--- src/rtl/alu_arbiter_pkg.sv ---
// Shared definitions for the two-requester ALU arbiter: data width, ALU
// function codes, FSM state encoding and the captured-operation record.
package alu_arbiter_pkg;

  localparam int unsigned DW = 6;
  localparam int unsigned FW = 3;

  typedef enum logic [FW-1:0] {
    FXN_PASS_A = 3'b000,
    FXN_PASS_B = 3'b001,
    FXN_NEG_A  = 3'b010,
    FXN_NEG_B  = 3'b011,
    FXN_SLT    = 3'b100,
    FXN_XNOR   = 3'b101,
    FXN_ADD    = 3'b110,
    FXN_SUB    = 3'b111
  } fxn_t;

  typedef enum logic [1:0] {
    ST_IDLE = 2'b00,
    ST_EXEC = 2'b01,
    ST_RESP = 2'b10
  } state_t;

  typedef struct packed {
    logic [DW-1:0] a;
    logic [DW-1:0] b;
    fxn_t          fxn;
    logic          id;
  } op_t;

endpackage

--- src/rtl/alu_arbiter_mini_alu.sv ---
// MINI_ALU: purely combinational 6-bit two's-complement ALU, results wrap
// modulo 2^DW.
module alu_arbiter_mini_alu
  import alu_arbiter_pkg::*;
(
  input  logic [DW-1:0] a,
  input  logic [DW-1:0] b,
  input  fxn_t          fxn,
  output logic [DW-1:0] y
);

  always_comb begin
    y = '0;
    case (fxn)
      FXN_PASS_A: y = a;
      FXN_PASS_B: y = b;
      FXN_NEG_A:  y = '0 - a;
      FXN_NEG_B:  y = '0 - b;
      FXN_SLT:    y = {{(DW-1){1'b0}}, ($signed(a) < $signed(b))};
      FXN_XNOR:   y = ~(a ^ b);
      FXN_ADD:    y = a + b;
      FXN_SUB:    y = a - b;
      default:    y = '0;
    endcase
  end

endmodule

--- src/rtl/alu_arbiter.sv ---
// Two-requester arbiter in front of a single MINI_ALU, one operation in flight.
// Optional ALU_ARB_FLAGS_EN adds registered rsp_zero/rsp_neg result flags.
module alu_arbiter
  import alu_arbiter_pkg::*;
#(
  parameter int unsigned FAIR = 1
) (
  input  logic          clk,
  input  logic          rst_n,
  input  logic          req0_valid,
  output logic          req0_ready,
  input  logic [DW-1:0] req0_a,
  input  logic [DW-1:0] req0_b,
  input  logic [FW-1:0] req0_fxn,
  input  logic          req1_valid,
  output logic          req1_ready,
  input  logic [DW-1:0] req1_a,
  input  logic [DW-1:0] req1_b,
  input  logic [FW-1:0] req1_fxn,
  output logic          rsp_valid,
  input  logic          rsp_ready,
  output logic [DW-1:0] rsp_data,
  output logic          rsp_id
`ifdef ALU_ARB_FLAGS_EN
  ,
  output logic          rsp_zero,
  output logic          rsp_neg
`endif
);

  state_t        state, state_nxt;
  op_t           op_q, op_sel;
  logic          last_grant;
  logic          grant1;
  logic          accept;
  logic [DW-1:0] alu_y;

  always_comb begin
    grant1 = req1_valid;
    if (req0_valid && req1_valid) begin
      grant1 = (FAIR != 0) ? !last_grant : 1'b0;
    end
  end

  // Ready is gated by rst_n so it drops the instant reset asserts.
  always_comb begin
    req0_ready = 1'b0;
    req1_ready = 1'b0;
    if (rst_n && state == ST_IDLE) begin
      req0_ready = req0_valid && !grant1;
      req1_ready = req1_valid && grant1;
    end
  end

  assign accept = req0_ready || req1_ready;

  always_comb begin
    op_sel.a   = grant1 ? req1_a : req0_a;
    op_sel.b   = grant1 ? req1_b : req0_b;
    op_sel.fxn = fxn_t'(grant1 ? req1_fxn : req0_fxn);
    op_sel.id  = grant1;
  end

  always_comb begin
    state_nxt = state;
    rsp_valid = 1'b0;
    case (state)
      ST_IDLE: if (accept) state_nxt = ST_EXEC;
      ST_EXEC: state_nxt = ST_RESP;
      ST_RESP: begin
        rsp_valid = 1'b1;
        if (rsp_ready) state_nxt = ST_IDLE;
      end
      default: state_nxt = ST_IDLE;
    endcase
  end

  always_ff @(posedge clk or negedge rst_n) begin
    if (!rst_n) state <= ST_IDLE;
    else        state <= state_nxt;
  end

  always_ff @(posedge clk or negedge rst_n) begin
    if (!rst_n) begin
      op_q       <= '0;
      last_grant <= 1'b1;
      rsp_data   <= '0;
      rsp_id     <= 1'b0;
`ifdef ALU_ARB_FLAGS_EN
      rsp_zero   <= 1'b0;
      rsp_neg    <= 1'b0;
`endif
    end else begin
      if (accept) begin
        op_q       <= op_sel;
        last_grant <= op_sel.id;
      end
      if (state == ST_EXEC) begin
        rsp_data <= alu_y;
        rsp_id   <= op_q.id;
`ifdef ALU_ARB_FLAGS_EN
        rsp_zero <= (alu_y == '0);
        rsp_neg  <= alu_y[DW-1];
`endif
      end
    end
  end

  alu_arbiter_mini_alu u_alu (
    .a   (op_q.a),
    .b   (op_q.b),
    .fxn (op_q.fxn),
    .y   (alu_y)
  );

endmodule

--- config.mk ---
export PLATFORM = sky130hd
export DESIGN_NAME = alu_arbiter
export DESIGN_NICKNAME = d
export VERILOG_FILES = /design/src/rtl/alu_arbiter_pkg.sv /design/src/rtl/alu_arbiter_mini_alu.sv /design/src/rtl/alu_arbiter.sv
export SDC_FILE = /design/constraint.sdc
export NUM_CORES = 1
export LEC_CHECK = 0
export BUFFER_PORTS_ARGS = -buffer_cell sky130_fd_sc_hd__buf_2
export CAP_MARGIN = 20
export CORE_MARGIN = 3
export CORE_UTILIZATION = 46
export CTS_CLUSTER_DIAMETER = 150
export CTS_CLUSTER_SIZE = 8
export DETAILED_ROUTE_END_ITERATION = 8
export GPL_TIMING_DRIVEN = 0
export PLACE_DENSITY = 0.69
export SLEW_MARGIN = 10
export SYNTH_ARGS = -nofsm -noshare
export SYNTH_HDL_FRONTEND = slang
export SYNTH_SLANG_ARGS = --single-unit
--- constraint.sdc ---
create_clock -name clk -period 2.7 [get_ports clk]
set_input_delay 0.135 -clock clk [delete_from_list [all_inputs] [get_ports clk]]
set_output_delay 0.135 -clock clk [all_outputs]
set_load 0.005 [all_outputs]
After elaboration in Yosys (flattened, before gate mapping)
Index checks and enable logic that the tools add are counted.
W data, S select, Z words.

storage, ports and cells
  logic and storage cells = 47
  bits of input ports = 35
  flip-flop bits (word level) = 26
  output and inout bits = 10

cells by class
  multiplexer cells = 11
  add/sub/neg operators = 4
  bitwise operators = 2
  reductions and logical operators = 10
  equality and inequality tests = 11
  $lt $le $gt $ge = 1

operators with widths
  cell                   count
  $pmux W6 S8            1
  $eq A3 B3 Y1 const B   4
  $mux W6                2
  $sub A1 B6 Y6 const A  2
  $add A6 B6 Y6          1
  $eq A3 B2 Y1 const B   2
  $lt A6 B6 Y1           1
  $not A6 Y6             1
  $pmux W2 S3            1
  $sub A6 B6 Y6          1
  $xor A6 B6 Y6          1
  $logic_and A1 B1 Y1    4
  $mux W1                4
  $mux W2                2
  $ne A2 B2 Y1 const B   2
  $eq A3 B1 Y1 const B   1
  $logic_not A3 Y1       1
  $mux W3                1
  $eq A2 B1 Y1 const B   1
  $eq A2 B2 Y1 const B   1
  $logic_not A1 Y1       2
  $logic_not A2 Y1       1
  $reduce_and A2 Y1      1
  $logic_or A1 B1 Y1     1

Logic depth before layout (Yosys ltp)
  word-level depth = 8
  gate-level depth with buffers = 9
  gate-level depth less buffers = 9

Hierarchy
From an unflattened synthesis, not the netlist that was laid out.

second synthesis, totals
  cell total of the unflattened synthesis = 225
  area, all modules = 2264.7 um^2

modules (own cells, without submodules)
  module                cells each  instances  seq. area each (um^2)  area an instance (um^2)
  alu_arbiter           87          1          651.9                  1328.8
  alu_arbiter_mini_alu  138         1          0.0                    935.9

Least setup slack after synthesis
OpenSTA, ideal clock, no wires.

  path type = flip-flop to flip-flop
  from = reg op_q[5] in the netlist's numbering
  to = reg rsp_data[5]
  setup time = 127 ps
  data required time = 2573 ps
  clock period less this slack = 2017 ps
  path slack = 683 ps
  cell stages (with the launch flop) = 8
  buffers on the path = 0
  data arrival time = 1890 ps
  cells stage by stage = dfrtp_1 -> inv_1 -> ha_1 -> nand2b_1 -> a221o_1 -> mux2_4 -> a211oi_2 -> a21oi_1

between the ends
  longest elaborated chain between the ends = 2
  elaborated cells between the ends (all ways) = 4
  those cells by class = add/sub (3); mux (1)

RTL lines
  element                                      RTL line                    source
  from (decl)                                  alu_arbiter.sv:32           op_t op_q, op_sel;
  from (signal assigned)                       alu_arbiter.sv:95           op_q <= op_sel;
  $sub A6 B6 Y6, or another cell as far along  alu_arbiter_mini_alu.sv:22  FXN_SUB: y = a - b;
  $pmux W6 S8 *                                alu_arbiter_mini_alu.sv:14  case (fxn)
  to (signal assigned)                         alu_arbiter.sv:99           rsp_data <= alu_y;
  to (decl)                                    alu_arbiter.sv:22           output logic [DW-1:0] rsp_data,

Every way passes the cells marked *; elsewhere a longest branch is shown, timed or not.
A chain may end at the register's enable or synchronous reset.

Final worst setup path
Same ends and word-level chain as after synthesis.

==> metrics.cfg <==
[status]
status=completed

[hold_path]
min_from=rsp_ready
min_to=state[1]
whs_path_depth=2
holdCritPathClass=in2reg

[floorplanning]
die_y_um=74.8
pin_count=45
start_util=0.487
dieArea_um2=5590
core_um2=4470
num_rows=24
dieWidth_um=74.8

[logic_synthesis]
synth_cell_type_count=55
synth.top_cell.area_share=0.287
syn_inst=259
synth_ff_type=dfrtp_1
async_flop_share=1.00
syn-cell-area_um2=2180
seq_area_frac_synth=0.299
avgSynthCellArea_um2=8.41
synth_nets=308
synth_top_cell_by_area=dfrtp_1
ys_top_cells_by_area=dfrtp_1 29%, mux2i_1 8.7%, a21oi_1 7.6%, ha_1 6.9%, nor2_1 5.3%
ys_warn_count=0
synth_edf_count=0
synth_seq_cells=26

[grt]
grtUsageTotal=0.207
grt_overflow=0
antenna_found_initial=0
grt_max_degree=28
grt_pass1_vias=1840
grt_pass1_wl_um=8940

[power_and_ir_drop]
switching_power_uw=1380
power_density_nw_per_um2=1160
vdd_drop_max_v=0.000479
power_leakage_uw=0.00119
pwr-share-clk=0.109
seqPwrFrac=0.269
combPwrFrac=0.622
netSwitchingFraction=0.467
p_int_uw=1580

[clock_tree]
postCtsHoldBufs=1
insertion_delay_ns=0.27
post_cts_resized=0
cts_max_level=1
cts_root_buffer=clkbuf_8
clockBufferDepth=2
cts_tree=built
clock_sinks=26
clkTransAtPathRegs_ns=0.09
postCtsSetupBuffers=0
numCtsBuffers=3

[final_layout]
layout_common_cells=53 x buf_2, 33 x a21oi_1, 31 x nor2_1
final_common_cell=buf_2
stdcell_count=360
drive_above_1_share=0.237
area_growth_pct=16.8
n_antenna_cell=0
fill_cells=420
fin_nets=358

[routing]
wl_per_cell_um=15.2
route.vias.total=2009
totalWireLength_um=5490
ant_nets=0
drt_iter0_drc=98
drtPass1Iterations=4
route.detailed.drc=0
via_per_inst=5.58

[worst_setup_path]
r2r_start=op_q[5]
rr_endpoint=rsp_data[5]
cp-start-kind=flip-flop
path_class=reg2reg
critical_path.max_fanout=7
reg2reg_depth=7
cp.arrival_ns=2.48
required_ns=2.85
worstSetupEndpointType=flip-flop
worst-r2r-setup-slack_ns=0.37

[sta]
min_period_ns=2.33
clock-skew-final_ns=0.00371
period_share=0.861
setup_viol=0
drv_slew=0
max_slew_margin=0.602
tightest_slew_ns=0.597
rsz0062_at_grt=no
fmax_mhz=430
hold_viol_final=0
tns_ns=0

[placed_design]
gp_congestion=0.955
placed_cells=355
detailed_place_hpwl_um=4320
portBuffers=44

[run]
drv_cap=0

-- Yosys cell counts (all sizes together), types with 4 or more instances --
library cell,instances
mux2i,20
clkbuf,4
dfrtp,25
o21ai,12
nor3,5
nand2,13
nand3b,5
nand3,8
nor2b,4
ha,12
nor2,33
a21oi,33
nand2b,8
buf,13
inv,13
-- routing by layer --
metal,track usage,part of all wire
met1,0.298,0.48
met2,0.332,0.47
met3,0.0280,0.046
met4,0.0474,0.0077
met5,0,0
-- worst max path at each step --
stage | from | cells past startpoint | to | slack [ns]
2_1_floorplan | op_q[5] | 7 | rsp_data[5] | 0.68
3_3_place_gp | op_q[5] | 7 | rsp_data[5] | 0.43
3_5_place_dp | op_q[5] | 7 | rsp_data[5] | 0.39
4_1_cts | op_q[5] | 7 | rsp_data[5] | 0.38
5_1_grt | rst_n | 7 | op_q[11] | 0.26
6_report | op_q[5] | 7 | rsp_data[5] | 0.37
-- kinds of logic (layout without fill, tap and decap cells) --
kind of cell,count (synthesis),count (layout),synth area share
flip-flops,26,26,0.299
buffers and inverters,30,79,0.0638
AO/OA/AOI/OAI,72,72,0.203
XOR/XNOR,5,5,0.0201
adder cells (fa/ha/maj),14,14,0.0874
AND/OR/NAND/NOR,90,90,0.216
multiplexers,22,22,0.110
-- state kept, by name, summed over array words and instances (netlist names) --
register and cells:
state 2, last_grant 1, rsp_data 6, op_q 16, rsp_id 1
-- metrics by stage --
step	total power [uW]	utilization	instance area (um^2)	setup WS [ns]	hold slack, ns
3_3_place_gp	2580	0.550	2460	0.433	0.168
6_report	2960	0.569	2540	0.374	0.0461
5_1_grt	3220	0.569	2540	0.262	0.0394
4_1_cts	2960	0.569	2540	0.381	0.0389
2_1_floorplan	2130	-	2180	0.683	-0.161
3_5_place_dp	2630	0.550	2460	0.387	0.167
-- power by group through the flow --
stage / Sequential [uW] / Clock [uW] / Combinational, uW
floorplan: 731 / 0 / 1400
global placement: 792 / 0 / 1790
detailed placement: 801 / 0 / 1830
CTS: 794 / 328 / 1840
global route: 831 / 350 / 2040
finish: 796 / 323 / 1840
-- worst max-delay path, stage by stage, from the launching register on --
cell      delay (ns)
dfrtp_1         0.51
inv_1           0.16
ha_1            0.35
nand2b_1        0.18
a221o_1         0.34
mux2_4          0.31
a211oi_2        0.26
a21oi_1         0.10
-- area by class of cell --
cell class | instances | area, um^2 | share of cell area
Multi-Input combinational cell | 203 | 1390 | 0.545
Buffer | 17 | 90.1 | 0.0354
Clock buffer | 3 | 41.3 | 0.0162
Tap cell | 52 | 65.1 | 0.0256
Inverter | 13 | 48.8 | 0.0192
Timing Repair Buffer | 45 | 230 | 0.0905
Sequential cell | 26 | 652 | 0.256
Clock inverter | 1 | 30.0 | 0.0118
Power figures use the tool's default switching activity.
